<file path="src/rtl/keypad_scan_controller_if.sv">
// FIFO-side bus of the keypad scan controller: one entry per accepted key,
// plus the interrupt and overflow pulses that travel with it.
interface keypad_scan_controller_if;
  logic       fifo_full_i;
  logic       fifo_write_o;
  logic [5:0] position_o;
  logic [7:0] ascii_o;
  logic       key_press_interrupt_o;
  logic       overflow_o;

  // Controller side: drives the entry, observes FIFO full.
  modport master (
    input  fifo_full_i,
    output fifo_write_o,
    output position_o,
    output ascii_o,
    output key_press_interrupt_o,
    output overflow_o
  );

  // FIFO / register-block side.
  modport slave (
    output fifo_full_i,
    input  fifo_write_o,
    input  position_o,
    input  ascii_o,
    input  key_press_interrupt_o,
    input  overflow_o
  );
endinterface

</file>
<file path="src/rtl/keypad_scan_controller.sv">
// 4x4 active-low keypad scanner: walks the rows on a divided tick, debounces
// a detected column, emits one FIFO entry per press and waits for release.
module keypad_scan_controller #(
  parameter int DIV_W = 20,
  parameter int DEB_W = 8
) (
  input  logic                 system_clk,
  input  logic                 sys_reset,
  input  logic [DIV_W-1:0]     clk_divider_limit_i,
  input  logic [DEB_W-1:0]     debounce_limit_i,
  input  logic [3:0]           scan_timeout_limit_i,
  input  logic [3:0]           col_i,
  output logic [3:0]           row_o,
  keypad_scan_controller_if.master fifo_if
);

  typedef enum logic [1:0] {SCAN, DEBOUNCE, PUSH, WAIT_RELEASE} state_t;

  state_t             state_q, state_d;
  logic [1:0]         row_q, row_d;
  logic [1:0]         col_q, col_d;
  logic [DIV_W-1:0]   div_cnt_q, div_cnt_d;
  logic [3:0]         dwell_cnt_q, dwell_cnt_d;
  logic [DEB_W-1:0]   deb_cnt_q, deb_cnt_d;
  logic [DEB_W-1:0]   rel_cnt_q, rel_cnt_d;
  logic [3:0]         col_s1_q, col_s2_q;
  logic [3:0]         row_o_q;
  logic               push_q, push_d;
  logic [5:0]         position_q, position_d;
  logic [7:0]         ascii_q, ascii_d;
  logic               tick;

  // Lowest-index active-low column wins when several are pressed together.
  function automatic logic [1:0] lowest_low(input logic [3:0] c);
    if (!c[0])      return 2'd0;
    else if (!c[1]) return 2'd1;
    else if (!c[2]) return 2'd2;
    else            return 2'd3;
  endfunction

  // Legend of the keypad: "123A" / "456B" / "789C" / "*0#D".
  function automatic logic [7:0] key_ascii(input logic [1:0] r, input logic [1:0] c);
    case ({r, c})
      4'h0: return 8'h31;
      4'h1: return 8'h32;
      4'h2: return 8'h33;
      4'h3: return 8'h41;
      4'h4: return 8'h34;
      4'h5: return 8'h35;
      4'h6: return 8'h36;
      4'h7: return 8'h42;
      4'h8: return 8'h37;
      4'h9: return 8'h38;
      4'hA: return 8'h39;
      4'hB: return 8'h43;
      4'hC: return 8'h2A;
      4'hD: return 8'h30;
      4'hE: return 8'h23;
      default: return 8'h44;
    endcase
  endfunction

  // Scan tick: >= compare so a live-lowered limit takes effect at once.
  always_comb begin
    tick      = (div_cnt_q >= clk_divider_limit_i);
    div_cnt_d = tick ? '0 : div_cnt_q + DIV_W'(1);
  end

  // Next-state logic for scanning, debounce, push and release wait.
  always_comb begin
    state_d     = state_q;
    row_d       = row_q;
    col_d       = col_q;
    dwell_cnt_d = dwell_cnt_q;
    deb_cnt_d   = deb_cnt_q;
    rel_cnt_d   = rel_cnt_q;
    push_d      = 1'b0;
    position_d  = position_q;
    ascii_d     = ascii_q;
    case (state_q)
      SCAN: begin
        if (tick) begin
          if (col_s2_q != 4'hF) begin
            col_d     = lowest_low(col_s2_q);
            deb_cnt_d = '0;
            state_d   = DEBOUNCE;
          end else if (dwell_cnt_q >= scan_timeout_limit_i) begin
            row_d       = row_q + 2'd1;
            dwell_cnt_d = '0;
          end else begin
            dwell_cnt_d = dwell_cnt_q + 4'd1;
          end
        end
      end
      DEBOUNCE: begin
        if (tick) begin
          if (!col_s2_q[col_q]) begin
            if (deb_cnt_q >= debounce_limit_i) begin
              state_d    = PUSH;
              push_d     = 1'b1;
              position_d = {1'b0, row_q, 1'b0, col_q};
              ascii_d    = key_ascii(row_q, col_q);
            end else begin
              deb_cnt_d = deb_cnt_q + DEB_W'(1);
            end
          end else begin
            state_d     = SCAN;
            dwell_cnt_d = '0;
          end
        end
      end
      PUSH: begin
        state_d   = WAIT_RELEASE;
        rel_cnt_d = '0;
      end
      default: begin
        if (tick) begin
          if (col_s2_q[col_q]) begin
            if (rel_cnt_q >= debounce_limit_i) begin
              row_d       = row_q + 2'd1;
              dwell_cnt_d = '0;
              state_d     = SCAN;
            end else begin
              rel_cnt_d = rel_cnt_q + DEB_W'(1);
            end
          end else begin
            rel_cnt_d = '0;
          end
        end
      end
    endcase
  end

  // State, counters, column synchronizer and registered outputs.
  always_ff @(posedge system_clk) begin
    if (sys_reset) begin
      state_q     <= SCAN;
      row_q       <= 2'd0;
      col_q       <= 2'd0;
      div_cnt_q   <= '0;
      dwell_cnt_q <= '0;
      deb_cnt_q   <= '0;
      rel_cnt_q   <= '0;
      col_s1_q    <= 4'hF;
      col_s2_q    <= 4'hF;
      row_o_q     <= 4'b1110;
      push_q      <= 1'b0;
      position_q  <= '0;
      ascii_q     <= '0;
    end else begin
      state_q     <= state_d;
      row_q       <= row_d;
      col_q       <= col_d;
      div_cnt_q   <= div_cnt_d;
      dwell_cnt_q <= dwell_cnt_d;
      deb_cnt_q   <= deb_cnt_d;
      rel_cnt_q   <= rel_cnt_d;
      col_s1_q    <= col_i;
      col_s2_q    <= col_s1_q;
      row_o_q     <= ~(4'b0001 << row_d);
      push_q      <= push_d;
      position_q  <= position_d;
      ascii_q     <= ascii_d;
    end
  end

  // The push flag is a flop marking the PUSH cycle; FIFO full is looked at
  // only in that same cycle, so the strobe lands the cycle after the confirm tick.
  assign row_o                         = row_o_q;
  assign fifo_if.fifo_write_o          = push_q & ~fifo_if.fifo_full_i;
  assign fifo_if.key_press_interrupt_o = push_q & ~fifo_if.fifo_full_i;
  assign fifo_if.overflow_o            = push_q & fifo_if.fifo_full_i;
  assign fifo_if.position_o            = position_q;
  assign fifo_if.ascii_o               = ascii_q;

endmodule

</file>
<file path="src/flat_wrapper.sv">
// flat-port wrapper written by rule: the top's interface ports become plain ports
module keypad_scan_controller_flat 
#(
  parameter int DIV_W = 20,
  parameter int DEB_W = 8
)
  (system_clk, sys_reset, clk_divider_limit_i, debounce_limit_i, scan_timeout_limit_i, col_i, row_o, fifo_if_fifo_full_i, fifo_if_fifo_write_o, fifo_if_position_o, fifo_if_ascii_o, fifo_if_key_press_interrupt_o, fifo_if_overflow_o);
  keypad_scan_controller_if fifo_if_i ();
  input  logic system_clk;
  input  logic sys_reset;
  input  logic [DIV_W-1:0] clk_divider_limit_i;
  input  logic [DEB_W-1:0] debounce_limit_i;
  input  logic [3:0] scan_timeout_limit_i;
  input  logic [3:0] col_i;
  output logic [3:0] row_o;
  input wire logic [$bits(fifo_if_i.fifo_full_i)-1:0] fifo_if_fifo_full_i;
  output wire logic [$bits(fifo_if_i.fifo_write_o)-1:0] fifo_if_fifo_write_o;
  output wire logic [$bits(fifo_if_i.position_o)-1:0] fifo_if_position_o;
  output wire logic [$bits(fifo_if_i.ascii_o)-1:0] fifo_if_ascii_o;
  output wire logic [$bits(fifo_if_i.key_press_interrupt_o)-1:0] fifo_if_key_press_interrupt_o;
  output wire logic [$bits(fifo_if_i.overflow_o)-1:0] fifo_if_overflow_o;
  assign fifo_if_i.fifo_full_i = fifo_if_fifo_full_i;
  assign fifo_if_fifo_write_o = fifo_if_i.fifo_write_o;
  assign fifo_if_position_o = fifo_if_i.position_o;
  assign fifo_if_ascii_o = fifo_if_i.ascii_o;
  assign fifo_if_key_press_interrupt_o = fifo_if_i.key_press_interrupt_o;
  assign fifo_if_overflow_o = fifo_if_i.overflow_o;
  keypad_scan_controller #(.DIV_W(DIV_W), .DEB_W(DEB_W)) u_core (.system_clk(system_clk), .sys_reset(sys_reset), .clk_divider_limit_i(clk_divider_limit_i), .debounce_limit_i(debounce_limit_i), .scan_timeout_limit_i(scan_timeout_limit_i), .col_i(col_i), .row_o(row_o), .fifo_if(fifo_if_i));
endmodule
</file>
<file path="config.mk">
export PLATFORM = sky130hd
export DESIGN_NAME = keypad_scan_controller_flat
export DESIGN_NICKNAME = d
export VERILOG_FILES = /design/src/rtl/keypad_scan_controller_if.sv /design/src/rtl/keypad_scan_controller.sv /design/src/flat_wrapper.sv
export SDC_FILE = /design/constraint.sdc
export NUM_CORES = 1
export LEC_CHECK = 0
export ABC_CLOCK_PERIOD_IN_PS = 3200
export CORE_MARGIN = 1
export CORE_UTILIZATION = 54
export CTS_CLUSTER_SIZE = 40
export DETAILED_ROUTE_END_ITERATION = 10
export PLACE_DENSITY = 0.81
export REMOVE_ABC_BUFFERS = 1
export SYNTH_ARGS = -nofsm -noshare
export SYNTH_HDL_FRONTEND = slang
export SYNTH_SLANG_ARGS = --single-unit
</file>
<file path="constraint.sdc">
create_clock -name system_clk -period 3.2 [get_ports system_clk]
set_input_delay 0.48 -clock system_clk [delete_from_list [all_inputs] [get_ports system_clk]]
set_output_delay 0.48 -clock system_clk [all_outputs]
set_load 0.01 [all_outputs]
</file>
-- Word-level counts from Yosys, hierarchy flattened
Memory sizes are Yosys's and may differ from the RTL's. A register that Yosys moved wholly into a read port is not among the register bits.
Cells that the tools add are included.
- output and inout bits: 21
- ROM bits: 112
- flip-flop bits (word level): 71
- memories kept: 1
- bits in writable memories: 0
- latch bits: 0
- add/sub/neg operators: 5
- order comparisons: 5
- multiply operators: 0
- eq/ne operators: 12
- div/mod/pow operators: 0
- bitwise gates (word level): 9
- multiplexer cells: 41
- shift-type cells: 1
- reductions and logical operators: 17
- memory list (name ; words ; width ; read ports ; clocked after memory_dff ; write ports ; RTL line ; source):
    (no name shown) ; 16 ; 7 ; 1 ; 1 ; 0 ; keypad_scan_controller.sv:43 ; case ({r, c})
- operators by type and width (cell ; number):
    $mux W8 ; 8
    $mux W2 ; 16
    $mux W4 ; 8
    $pmux W8 S2 ; 2
    $add A20 B1 Y20 const B ; 1
    $ge A20 B20 Y1 ; 1
    $add A8 B1 Y8 const B ; 2
    $ge A8 B8 Y1 ; 2
    $pmux W4 S3 ; 1
    $reduce_and A6 Y1 ; 2
    $ne A2 B1 Y1 const B ; 4
    $reduce_bool A4 Y1 ; 2
    $reduce_and A7 Y1 ; 1
    $ne A2 B2 Y1 const B ; 3
    $not A1 Y1 ; 6
    $pmux W2 S3 ; 1
    $reduce_and A3 Y1 ; 2
    $reduce_bool A2 Y1 ; 3
    $reduce_or A2 Y1 ; 3
    $add A4 B1 Y4 const B ; 1
    $ge A4 B4 Y1 ; 1
    $ne A4 B4 Y1 const B ; 1
    $not A4 Y4 ; 1
    $pmux W2 S2 ; 1
    14 further kinds ; 17

-- Logic depth before layout (Yosys ltp)
Gate-level depths: netlist of the first run.
- depth after elaboration: 7
- gate-level depth with buffers: 11

-- Worst setup path after synthesis of the first run
Ideal clock, no wire load.
- path kind: input to register
- from: in clk_divider_limit_i[18]
- to: reg u_core.ascii_q[3] (netlist: u_core.fifo_if.ascii_o[3])
- required time: 3130 ps
- path slack: 416 ps
- cell stages on the path: 10
- path buffers: 1
- arrival time: 2714 ps
- cells stage by stage: inv_1 ha_1 nand4_1 or3_1 nand2b_1 and3_4 buf_4 a2111o_1 or3b_1 a21oi_1
- cells in the longest elaborated chain, start to end: 2
- RTL lines (element ; RTL line ; source):
    start: declaration ; flat_wrapper.sv:11 ; input logic [DIV_W-1:0] clk_divider_limit_i;
    $ge A20 B20 Y1 ; keypad_scan_controller.sv:65 ; tick = (div_cnt_q >= clk_divider_limit_i);
    $reduce_and A4 Y1 (no line) ; -- ;
    end: declaration ; keypad_scan_controller.sv:30 ; logic [7:0] ascii_q, ascii_d;
Every way passes these cells.
A chain may end at the register's enable or synchronous reset.

-- Worst setup path after layout of the first run
- from: in debounce_limit_i[2]
- to: reg u_core.row_o_q[2] (netlist: u_core.row_o[2])
- cells in the longest elaborated chain, start to end: 7
- RTL lines (element ; RTL line ; source):
    start: declaration ; flat_wrapper.sv:12 ; input logic [DEB_W-1:0] debounce_limit_i;
    $ge A8 B8 Y1 ; keypad_scan_controller.sv:119 ; if (rel_cnt_q >= debounce_limit_i) begin
    $mux W2 ; keypad_scan_controller.sv:119 ;
    $mux W2 ; keypad_scan_controller.sv:118 ; if (col_s2_q[col_q]) begin
    $mux W2 ; keypad_scan_controller.sv:117 ; if (tick) begin
    $pmux W2 S2 ; keypad_scan_controller.sv:80 ; case (state_q)
    $shl A1 B2 Y4 ; keypad_scan_controller.sv:160 ; row_o_q <= ~(4'b0001 << row_d);
    $not A4 Y4 ; keypad_scan_controller.sv:160 ;
    end signal: assignment ; keypad_scan_controller.sv:160 ;
    end: declaration ; keypad_scan_controller.sv:27 ; logic [3:0] row_o_q;
Every way passes these cells.

==> impl_results.md, run 1 <==
- Largest cells by area after synthesis: dfxtp_1 32%, ha_1 15%, nor2_1 5.0%, inv_1 3.8%, a21oi_1 3.7%
- Kind of critical path: input port to register
- Worst hold path type: register to register
- Syn Inst Count: 518
- Die area: approximately 0.0084 mm²
- Initial antenna violation count: 0
- Logic pwr share: 0.080
- Switching Power: a little over 0.4 mW
- Worst Hold Launch: u_core.col_s1_q[3]
- Worst path cell trace: clkdlybuf4s50_1, inv_1, ha_1, or4_1, a21oi_1, o31a_1, nand3b_1, a22oi_2, or4b_2, mux2_2
- Hold Violations, Final: 0
- Post-CTS setup buffer count: 0
- Routed WL: between 9000 and 10000 µm
- Crit path required time: 3.43 ns
- Dpl hpwl: 7310 µm
- Share of layout cells above drive strength 1: 0.0993
- RSZ-0062 raised after global routing: false
- Area Growth Syn to Fin: 23.6%
- FFs w/ async S/R, synth: 0
- Fill cells: a little over 600
- Via Count: between 3000 and 4000
- Status: finished, final reports clean
- Slew HR: 0.622
- Fmax: around 330 MHz
- Number of distinct library cells after synthesis: 55
- Switching fraction of total power: 0.216
- Syn avg cell area: between 8 and 9 µm²
- Placed Cells: between 600 and 700
- Metal-1 WL: roughly 4200 µm
- Synth Cell Area: between 0.004 and 0.005 mm²
- Tmin final: slightly above 3 ns
- FP Rows: 32
- Leading cell type in the layout, fill and taps excluded: dfxtp_1
- Tot Pwr: between 1.5 and 2 mW
- Reg2reg start: u_core.rel_cnt_q[1]
- First-pass iteration count of the detailed router: 5
- DRT iter0 DRCs: 239
- Number of routed nets with antenna violations: 0
- CP Depth: 10
- Worst setup path startpoint: debounce_limit_i[2]
- Flop-to-flop setup slack: around 0.42 ns
- Antenna cells: 0
- First-pass GRT wire length: 16600 µm
- Seq/Total Area, Yosys: 0.323
- Vias per cell: ~5.6
- Nets: around 680
- CTS resizes: 0
- Util after Layout: 0.693
- CP arrival: roughly 3.3 ns
- Skew-Pair Late Insertion Delay: around 0.34 ns
- R2R cell count: 8
- Post-synth top area cell: dfxtp_1
- Clk pwr share: 0.457
- Crit path launch type: input port
- Most frequent cells in the layout: 70 x dfxtp_1, 58 x nor2_1, 56 x clkdlybuf4s50_1
- DRC viols: 0
- Die Wd: between 90 and 100 µm
- Setup-failing EPs final: 0
- CTS Buf Count: 9
- # hold bufs at CTS: 0
- CP endpoint kind: register
- I/O pins: 60
- WHS Path Cells: 1
- Post-DR wirelength/cell: between 10 and 15 µm
- Synthesis-stage register bit count: 70
- Gp weighted congestion: between 0.8 and 0.9
- Core area: between 0.007 and 0.008 mm²
- Largest buffer count on any clock path: 2
- Met3 routed WL: a little over 500 µm
- Synth top area share: 0.323
- CTS tree: built
- MaxCap Viol Count: 0
- PortBufs: 56
- Int Power: 1.50 mW
- Crit-path slowest cell: or4b_2
- GRT overflow: 0
- Vias in the first global route: between 3000 and 4000
- Period Utilization, post-route: 0.955
- Post-route insts no fill: between 600 and 700
- Num Clock Sinks: 70
- Ys flop type: dfxtp_1
- CP Buf/Inv Count: 2
- LEAKAGE: about 2.3 nW
- Largest net degree at the start of global routing: 22
- EDFF count, synth: 0
- Final Skew: slightly above 0.005 ns
- Power Density: ~360 mW/mm²
- Maximum VDD drop: ~0.24 mV
- Delay-heaviest family, CP: simple AND/OR/NAND/NOR gates
- Starting Density: 0.561
- Metal2 WL: 4800 µm
- Seq pwr share: 0.463
- GRT Resource Usage Total: 0.242
- Die H: 91.6 µm
- Slew Limit Fails: 0
- Yosys warning total: 0
- Critical path's largest stage delay: slightly above 0.6 ns
- CTS Root Cell: clkbuf_8
- Slew @ Worst Pin: roughly 0.57 ns
- Uppermost layer routed: met4
- Clk slew on worst S/H paths: 0.07 ns
- Max H-tree Level: 3
- Worst-path fanout max: 5
-- state kept, by name, indices dropped and copies added (netlist names) --
| signal | flops |
|---|---|
| u_core.div_cnt_q | 20 |
| u_core.deb_cnt_q | 8 |
| u_core.rel_cnt_q | 8 |
| u_core.fifo_if.ascii_o | 7 |
| u_core.col_s1_q | 4 |
| u_core.col_s2_q | 4 |
| u_core.dwell_cnt_q | 4 |
| u_core.fifo_if.position_o | 4 |
| u_core.row_o | 4 |
| u_core.col_q | 2 |
| u_core.row_q | 2 |
| u_core.state_q | 2 |
| u_core.push_q | 1 |
-- power groups by stage --
stage	clock network [mW]	logic, mW	registers [mW]
CTS	0.885	0.154	0.885
global placement	0	0.146	0.905
detailed placement	0	0.152	0.905
finish	0.874	0.154	0.885
floorplan	0	0.0691	0.903
global route	0.928	0.172	0.886
-- stage by stage --
stage	hold WS (ns)	TNS, ns	setup slack [ns]	cell area [µm²]
after global placement	0.394	-0.0682	-0.0682	5110
final	0.412	0	0.144	5350
after floorplan	0.389	0	0.293	4230
after detailed placement	0.394	-0.495	-0.146	5110
after global routing	0.426	0	0.0668	5350
after CTS	0.412	0	0.188	5350
-- Yosys cell counts (2+ instances only) --
master,count
dfxtp_1,70
nor2_1,58
ha_1,53
inv_1,44
nand2_1,33
a21oi_1,32
nand3_1,21
o21ai_0,20
nand4_1,14
xnor2_1,14
mux2i_1,13
clkbuf_1,12
xor2_1,11
nor3_1,9
or4_1,9
a211oi_1,8
nand2b_1,8
or2_2,8
a21o_1,5
and3_1,5
buf_4,5
o211ai_1,5
a31o_2,4
and2_1,4
nor2b_1,4
o31ai_1,4
or3_1,4
and4_1,3
mux2_2,3
a2111o_1,2
a211o_1,2
a31oi_1,2
buf_1,2
nand3b_1,2
nor3b_1,2
nor4_1,2
o31a_1,2
o41ai_1,2
-- cell families after synthesis --
group                    after synthesis  share of synthesized area
multiplexers                          17                     0.0430
buffers and inverters                 66                     0.0635
adder cells (fa/ha/maj)               54                      0.155
other                                  1                   0.000865
AND/OR/NAND/NOR                      190                      0.222
XOR/XNOR                              25                     0.0505
AO/OA/AOI/OAI                         95                      0.141
flip-flops                            70                      0.323
-- routing by layer --
layer / GRT usage / vias up
met2: 0.425 / 117
met4: 0.0780 / 0
met5: 0 / -
met3: 0.0410 / 13
li1: - / 1965
met1: 0.299 / 1818
-- final timing paths --
path / end
worst max-delay path: u_core.row_o[2]
worst min-delay path: u_core.col_s2_q[3]
worst max register to register: u_core.row_o[2]
worst min register to register: u_core.col_s2_q[3]
-- cell type report --
| type | count | area, µm² | area share |
|---|---|---|---|
| clock buffer | 10 | 138 | 0.0257 |
| clock inverter | 6 | 109 | 0.0203 |
| inverter | 45 | 169 | 0.0315 |
| multi-input combinational | 384 | 2660 | 0.498 |
| sequential | 70 | 1400 | 0.262 |
| tap | 102 | 128 | 0.0238 |
| timing repair buffer | 79 | 746 | 0.139 |
Note: power is estimated with default switching activity, not from simulation.
==> inputs of run 2 (changes only) <==
--- a/config.mk
+++ b/config.mk
@@ -8,10 +8,12 @@
 export ABC_CLOCK_PERIOD_IN_PS = 3200
 export CORE_MARGIN = 1
 export CORE_UTILIZATION = 54
+export CTS_BUF_LIST = sky130_fd_sc_hd__clkbuf_16
 export CTS_CLUSTER_SIZE = 40
 export DETAILED_ROUTE_END_ITERATION = 10
 export PLACE_DENSITY = 0.81
 export REMOVE_ABC_BUFFERS = 1
+export SKIP_CTS_REPAIR_TIMING = 1
 export SYNTH_ARGS = -nofsm -noshare
 export SYNTH_HDL_FRONTEND = slang
 export SYNTH_SLANG_ARGS = --single-unit
==> run 2 against run 1 <==
Clock power up 29%. Worst hold slack lost 0.0044 ns. Sequential share of layout area shrank 0.44 points. Critical path depth stayed put. Final cell count did not move. Power grew 13%. Combinational power about the same. Register-to-register slack is essentially flat. Flip-flop and latch count unchanged. Die area unchanged. Count of clock-buffer cells in the layout fell by 1. Largest power group is now clock.
==> impl_results.md, run 2 (synthesis results as in run 1) <==
- Initial antenna violation count: 0 (unchanged)
- Finished Cell Area: 0.00545 mm² (+1.7%)
- Max reg flops: 20 (unchanged)
- RSZ-0062 raised after global routing: false
- Vias per cell: 5.65 (+0.46%)
- DP Area: 0.00511 mm² (unchanged)
- Nets: 681 (unchanged)
- FP Rows: 32 (unchanged)
- Routed WL: 9760 µm (+1.3%)
- Reg area: 0.00140 mm² (unchanged)
- Status: finished, final reports clean
- Vias in the first global route: 3758 (+0.43%)
- Tot Pwr: 2.17 mW (+13%)
- Area Growth Syn to Fin: 25.7%
- Die area: 0.00839 mm² (unchanged)
- Clk slew on worst S/H paths: 0.05 ns (-0.02 ns)
- Dpl hpwl: 7310 µm (unchanged)
- Placed Cells: 680 (unchanged)
- Slew @ Worst Pin: 0.563 ns (-0.00280 ns)
- Die H: 91.6 µm (unchanged)
- DRT iter0 DRCs: 261 (+9.2%)
- MaxCap Viol Count: 0 (unchanged)
- Period Utilization, post-route: 0.956 (+0.00100)
- I/O pins: 60 (unchanged)
- R2R cell count: 8 (unchanged)
- WHS Path Cells: 1 (unchanged)
- Final Skew: 0.00440 ns (-0.000692 ns)
- Largest registers: u_core.div_cnt_q x20, u_core.deb_cnt_q x8, u_core.rel_cnt_q x8
- Maximum VDD drop: 0.296 mV (+22%)
- Largest net degree at the start of global routing: 22 (unchanged)
- Leading cell type in the layout, fill and taps excluded: dfxtp_1
- First-pass GRT wire length: 16600 µm (about the same)
- Most frequent cells in the layout: 70 x dfxtp_1, 58 x nor2_1, 56 x clkdlybuf4s50_1
- LEAKAGE: 2.33 nW (+1.8%)
- Fmax: 327 MHz (-0.10%)
- Largest buffer count on any clock path: 2 (unchanged)
- Crit path required time: 3.41 ns (-0.02 ns)
- Kind of critical path: input port to register
- Slew HR: 0.624 (+0.00187)
- Max H-tree Level: 3 (unchanged)
- Number of routed nets with antenna violations: 0 (unchanged)
- Post-route insts no fill: 696 (unchanged)
- Via Count: 3931 (+0.46%)
- Biggest register: u_core.div_cnt_q
- DRC viols: 0 (unchanged)
- CTS tree: built
- Setup-failing EPs final: 0 (unchanged)
- Share of layout cells above drive strength 1: 0.0976 (-0.00168)
- CP arrival: 3.27 ns (about the same)
- GRT overflow: 0 (unchanged)
- PortBufs: 56 (unchanged)
- Power Density: 398 mW/mm² (+11%)
- Multi-input gate area: 0.00266 mm² (unchanged)
- Core area: 0.00773 mm² (unchanged)
- Starting Density: 0.561 (unchanged)
- Tmin final: 3.06 ns (+0.00320 ns)
- Antenna cells: 0 (unchanged)
- Worst hold path type: register to register
- Crit path launch type: input port
- Die Wd: 91.6 µm (unchanged)
- Post-DR wirelength/cell: 14.0 µm (+1.3%)
- Hold Slack: 0.407 ns (-0.00438 ns)
- Fill cells: 592 (-2.5%)
- Hold Violations, Final: 0 (unchanged)
- GRT Resource Usage Total: 0.242 (about the same)
- CTS Buf Count: 9 (unchanged)
- CP endpoint kind: register
- CTS Root Cell: clkbuf_16
- Slew Limit Fails: 0 (unchanged)
- Gp weighted congestion: 0.886 (unchanged)
- Skew-Pair Late Insertion Delay: 0.33 ns (about the same)
- Worst-path fanout max: 5 (unchanged)
- First-pass iteration count of the detailed router: 5 (unchanged)
- Num Clock Sinks: 70 (unchanged)
## run 2: layout make-up
class | count | share of cell area
clock inverters | 7 | 0.0207
inverters | 45 | 0.0310
repair buffers | 79 | 0.137
clock buffers | 9 | 0.0414
multi-input cells | 384 | 0.489
flip-flops and latches | 70 | 0.257
well taps | 102 | 0.0234
## run 2: per-stage QoR
step                      utilization  setup slack [ns]  setup TNS, ns
after CTS                       0.705             0.160              0
after global placement          0.661           -0.0682        -0.0682
after global routing            0.705            0.0517              0
final                           0.705             0.141              0
after detailed placement        0.661            -0.146         -0.495
after floorplan                     -             0.293              0
## run 2: metal layers
metal | part of all wire | vias up | track usage
li1 | - | 1968 | -
met1 | 0.45 | 1816 | 0.299
met2 | 0.49 | 130 | 0.423
met3 | 0.046 | 17 | 0.0410
met4 | 0.015 | 0 | 0.0847
met5 | 0 | - | 0
## run 2: report_power, final
part / internal [mW] / switching [mW] / total (mW)
logic: 0.0829 / 0.0709 / 0.154
registers: 0.880 / 0.00661 / 0.886
clock network: 0.756 / 0.369 / 1.13
total: 1.72 / 0.447 / 2.17
## run 2: worst paths after layout
kind	end	slack, ns	start
setup reg to reg	u_core.row_o[2]	0.43	u_core.rel_cnt_q[1]
hold reg to reg	u_core.col_s2_q[1]	0.41	u_core.col_s1_q[1]
setup / recovery	u_core.row_o[2]	0.14	debounce_limit_i[2]
hold / removal	u_core.col_s2_q[1]	0.41	u_core.col_s1_q[1]
## run 2: worst max-delay path: stages
cell and delay, ns:
clkdlybuf4s50_1 0.45, inv_1 0.05, ha_1 0.21, or4_1 0.50, a21oi_1 0.14, o31a_1 0.25
nand3b_1 0.16, a22oi_2 0.11, or4b_2 0.63, mux2_2 0.28
